[config.mk]
export PLATFORM = sky130hd
export DESIGN_NAME = hazard_fwd_unit
export DESIGN_NICKNAME = d
export VERILOG_FILES = /design/src/rtl/hazard_fwd_unit.sv
export SDC_FILE = /design/constraint.sdc
export NUM_CORES = 1
export LEC_CHECK = 0
export ABC_AREA = 0
export CAP_MARGIN = 30
export CORE_MARGIN = 1.5
export CORE_UTILIZATION = 51
export CTS_CLUSTER_DIAMETER = 60
export DETAILED_ROUTE_END_ITERATION = 10
export HOLD_SLACK_MARGIN = 0.08
export PLACE_DENSITY = 0.74
export SLEW_MARGIN = 30
export SYNTH_ARGS = -nofsm -noshare
export SYNTH_HDL_FRONTEND = slang
export SYNTH_SLANG_ARGS = --single-unit
[constraint.sdc]
create_clock -name clk -period 2.3 [get_ports clk]
set_clock_uncertainty 0.2 [all_clocks]
set_input_delay 0.46 -clock clk [delete_from_list [all_inputs] [get_ports clk]]
set_output_delay 0.46 -clock clk [all_outputs]
set_load 0.05 [all_outputs]
[src/rtl/hazard_fwd_unit.sv]
// Hazard detection and operand forwarding for the 5-stage MIPS pipeline.
// Ports: decode fields in; E/D forward selects, F/D stall, E flush, MDU busy out.
module hazard_fwd_unit #(
  parameter int REG_AW  = 5,
  parameter int MDU_LAT = 32
) (
  input  logic              clk,
  input  logic              rst,
  input  logic [REG_AW-1:0] rs_d,
  input  logic [REG_AW-1:0] rt_d,
  input  logic [REG_AW-1:0] dest_d,
  input  logic              regwrite_d,
  input  logic              memtoreg_d,
  input  logic              branch_d,
  input  logic              mdu_start_d,
  input  logic              hilo_read_d,
  output logic [1:0]        forward_a_e,
  output logic [1:0]        forward_b_e,
  output logic              forward_a_d,
  output logic              forward_b_d,
  output logic              stall_f,
  output logic              stall_d,
  output logic              flush_e,
  output logic              mdu_busy
);

  typedef logic [REG_AW-1:0] reg_t;

  localparam logic [7:0] LAT = 8'(MDU_LAT);

  reg_t       rs_e;
  reg_t       rt_e;
  reg_t       dest_e;
  logic       rw_e;
  logic       ld_e;
  reg_t       dest_m;
  logic       rw_m;
  logic       ld_m;
  reg_t       dest_w;
  logic       rw_w;
  logic [7:0] cnt;

  logic lwstall;
  logic brstall;
  logic mdustall;
  logic stall;

  // A stage supplies register r only if it writes a non-$0 match.
  function automatic logic hit(
    input logic en,
    input reg_t d,
    input reg_t r
  );
    return en && (d != '0) && (d == r);
  endfunction

  always_comb begin
    forward_a_e = 2'b00;
    if (hit(rw_m, dest_m, rs_e))
      forward_a_e = 2'b10;
    else if (hit(rw_w, dest_w, rs_e))
      forward_a_e = 2'b01;

    forward_b_e = 2'b00;
    if (hit(rw_m, dest_m, rt_e))
      forward_b_e = 2'b10;
    else if (hit(rw_w, dest_w, rt_e))
      forward_b_e = 2'b01;

    forward_a_d = hit(rw_m, dest_m, rs_d);
    forward_b_d = hit(rw_m, dest_m, rt_d);

    lwstall = hit(ld_e, dest_e, rs_d)
            | hit(ld_e, dest_e, rt_d);

    // Decode-stage compare cannot see E results, nor M load data.
    brstall = branch_d
            & (hit(rw_e, dest_e, rs_d)
             | hit(rw_e, dest_e, rt_d)
             | hit(ld_m, dest_m, rs_d)
             | hit(ld_m, dest_m, rt_d));

    mdu_busy = (cnt != 8'd0);
    mdustall = mdu_busy & (hilo_read_d | mdu_start_d);

    stall   = lwstall | brstall | mdustall;
    stall_f = stall;
    stall_d = stall;
    flush_e = stall;
  end

  always_ff @(posedge clk) begin
    if (rst) begin
      rs_e   <= '0;
      rt_e   <= '0;
      dest_e <= '0;
      rw_e   <= 1'b0;
      ld_e   <= 1'b0;
      dest_m <= '0;
      rw_m   <= 1'b0;
      ld_m   <= 1'b0;
      dest_w <= '0;
      rw_w   <= 1'b0;
      cnt    <= 8'd0;
    end else begin
      dest_w <= dest_m;
      rw_w   <= rw_m;
      dest_m <= dest_e;
      rw_m   <= rw_e;
      ld_m   <= ld_e;
      if (stall) begin
        rs_e   <= '0;
        rt_e   <= '0;
        dest_e <= '0;
        rw_e   <= 1'b0;
        ld_e   <= 1'b0;
      end else begin
        rs_e   <= rs_d;
        rt_e   <= rt_d;
        dest_e <= dest_d;
        rw_e   <= regwrite_d;
        ld_e   <= memtoreg_d;
      end
      if (mdu_start_d && !stall)
        cnt <= LAT;
      else if (cnt != 8'd0)
        cnt <= cnt - 8'd1;
    end
  end

endmodule

==> run_results.csv <==
group,metric,value,unit
synth,synth.avg_cell_area,9.35,um^2
layout,layout.nets,274,
drt,drt-initial-drc-count,47,
synth,syn_area,1780,um^2
placed_design,gp_congestion,0.790,
timing,max_freq,389,MHz
timing,setup_ws,-0.269,ns
timing,slew_violations,0,
timing,holdWs,0.272,ns
timing,setup-violations-final,9,
clock_network,cts_tree,"done",
power_and_ir_drop,power_density,974,nW/um^2
setup_path,worstPathArrival,1.91,ns
grt,grt_max_degree,24,
setup_path,r2r_start,"cnt[0]",
setup_path,cp_top_family,"compound AO/OA/AOI/OAI gates",
setup_path,crit_buf_inv,2,
synth,synth_edf_count,0,
timing,period_share,1.12,
min_path,hp-class,"flip-flop to flip-flop",
setup_path,worstPathRequired,1.64,ns
power_and_ir_drop,finalPower,2700,uW
setup_path,endpoint,"stall_f",
floorplan,initial_core_util,0.532,
synth,ys_warn_count,0,
setup_path,cp_max_fo,3,
floorplan,core,3340,um^2
synth,ys.flop_type,"dfxtp_1",
timing,slew_headroom,0.805,
floorplan,die_w,62.0,um
synth,ys_ff_latch,38,
layout,n_antenna_cell,0,
setup_path,cp.depth,8,
setup_path,worstRegToRegCells,11,
run_status,status,"finished, violations left",
setup_path,endpoint_kind,"primary output",
floorplan,die_h,62.0,um
clock_network,path_clk_slew,0.10,ns
setup_path,rr_endpoint,"rt_e[2]",
floorplan,dieArea,3850,um^2
synth,yosysUniqueCellTypes,32,
synth,postSynthCellCount,190,
layout,areaGrowthSynthToFinish,56.1,%
synth,ys_async_sr_fraction,0,
setup_path,slowest_stage,"a211oi_2",
grt,top_usage_layer,"met2",
setup_path,path_cells,"clkdlybuf4s15_1 -> xor2_1 -> nor3_2 -> nand3_1 -> a211oi_2 -> nor2_2 -> o21ai_4 -> buf_12",
timing,worst_pin_slew,0.290,ns
drt,drtPass1Iterations,4,
floorplan,fp-row-count,21,
clock_network,ctsHtreeMaxLevel,2,
timing,period_needed,2.57,ns
grt,grt_pass1_vias,1566,
layout,drive_gt1_frac,0.398,
setup_path,cp-start-kind,"input port",
placed_design,hpwlAfterDp,3.16,mm
grt,antenna_found_initial,0,
grt,grt_pass1_wl,7.01,mm
clock_network,cts.sinks,38,
grt,grt-ovfl-total,0,
drt,antenna_left,0,
setup_path,critical_path_class,"input port to primary output",
grt,grt_usage,0.259,
grt,met1_usage,0.299,
timing,hold_viol_final,0,
job,drv_cap,0,
run_status,violations,"setup timing",
clock_network,holdBufCountCts,0,
synth,yosysSeqAreaShare,0.428,
clock_network,clk_latency,0.34,ns
grt,gr-usage-met2,0.452,
synth,synth_fp_nets,213,
setup_path,slowest_delay,0.34,ns
power_and_ir_drop,ir_drop,0.739,mV
grt,grtUsageMet3,0.0683,
drt,vias,1536,
drt,drt-total-wl,4.66,mm
setup_path,regToRegSetupSlack,0.14,ns
clock_network,cts_buffers,5,
floorplan,ios,32,
setup_path,crit_path_start,"rs_d[0]",
placed_design,io_buffers,31,
timing,fin_setup_tns,-1.41,ns
timing,rsz0062_at_grt,"true",
layout,num-fill-cells,183,
power_and_ir_drop,power_leakage,0.00119,uW
drt,via_per_inst,5.17,
placed_design,dp_slack,-0.535,ns
clock_network,cts_root_buf,"clkbuf_4",
drt,drt-wirelength-per-cell,15.7,um
clock_network,clock_path_buffers,2,
drt,route.detailed.drc,0,
## placed cells by master (no fill, tap or decap), types with 2 or more instances in the layout
master / count
dfxtp_2: 9
nand3_1: 7
nor3_1: 7
nand2_1: 3
nor2_4: 2
o21ai_0: 2
nor3_2: 3
nor2_1: 8
dlygate4sd2_1: 5
and2_1: 17
buf_6: 5
nor2b_1: 13
a21oi_1: 3
buf_4: 30
clkbuf_4: 5
nand3_2: 2
xnor2_2: 5
xor2_1: 26
or4_4: 3
nor2_2: 3
clkdlybuf4s15_1: 4
dfxtp_1: 24
buf_12: 9
dfxtp_4: 5
xnor2_1: 9
clkdlybuf4s50_1: 11
nor4_4: 5
## per-layer routing
metal  routed length, um  part of all wire  vias up
met4                  97             0.021        0
met3                 164             0.035       12
met5                   0                 0        -
met1                1960              0.42      740
met2                2440              0.52       38
li1                    -                 -      746
## worst register-to-register path, cell delays in order, from the launching register on
cell,delay [ns]
dfxtp_2,0.36
inv_4,0.09
ha_4,0.14
nand3_2,0.09
nor3_2,0.14
buf_4,0.16
buf_4,0.12
buf_4,0.11
nor2_1,0.06
nor4_4,0.26
buf_4,0.20
and2_1,0.16
## report_power, final
group	switching [uW]	leakage (uW)	total (uW)	internal, uW
Sequential	148	0.000318	939	791
Combinational	664	0.000825	1300	633
Clock	213	0.0000443	466	253
## per-stage QoR
stage / util / instance area [um^2] / cells
detailed placement: 0.720 / 2400 / 275
CTS: 0.814 / 2720 / 293
floorplan: - / 1880 / 190
finish: 0.831 / 2770 / 297
global placement: 0.720 / 2400 / 275
global route: 0.831 / 2770 / 297
## how the worst min path moves through the flow
stage | from | to | slack [ns] | depth (start not counted)
CTS | rw_e | rw_m | 0.27 | 1
global placement | ld_e | ld_m | 0.25 | 1
floorplan | rw_e | rw_m | 0.24 | 1
detailed placement | rw_e | rw_m | 0.26 | 1
finish | rw_e | rw_m | 0.27 | 1
global route | ld_e | ld_m | 0.28 | 1
## what timing repair did
item / CTS / global route
hold endpoints to repair: 0 / 0
setup endpoints to repair: 27 / 27
gates cloned: 0 / 0
buffers inserted: 14 / 4
pin swaps: 24 / 11
gates resized for setup: 53 / 10
## flip-flops by register name, summed over array words and instances (netlist names)
signal and count:
rt_e 5, dest_e 5, ld_e 1, rw_e 1, rw_w 1, rw_m 1, rs_e 5, ld_m 1
dest_w 5, cnt 8, dest_m 5
## layout make-up
type / instances / area, um^2 / share of cell area
Multi-Input combinational cell: 138 / 1160 / 0.419
Sequential cell: 38 / 791 / 0.285
Clock inverter: 1 / 30.0 / 0.0108
Clock buffer: 6 / 51.3 / 0.0185
Timing Repair Buffer: 65 / 667 / 0.240
Tap cell: 46 / 57.6 / 0.0207
Inverter: 3 / 13.8 / 0.00496
## synth_stat cells (2+ instances only)
master,count,area (um^2)
dfxtp_1,38,761
xor2_1,27,236
and2_1,17,106
xnor2_1,15,131
nor2b_1,13,81.3
nor2_1,12,45.0
nor3_1,10,50.1
nand3_1,9,45.0
buf_2,5,25.0
nand2_1,5,18.8
nor4_1,5,31.3
a21oi_1,4,20.0
or4_1,4,30.0
clkbuf_1,3,11.3
inv_1,3,11.3
o21ai_0,3,15.0
buf_4,2,15.0
## logic make-up after synthesis
logic type,Yosys count,share of synthesized area
xor+xnor,42,0.207
buf+inv,14,0.0415
compound gates,14,0.0528
flops,38,0.428
fa+ha+maj,1,0.00704
simple gates,80,0.258
mux,1,0.00563
Note: power is estimated with default switching activity, not from simulation.
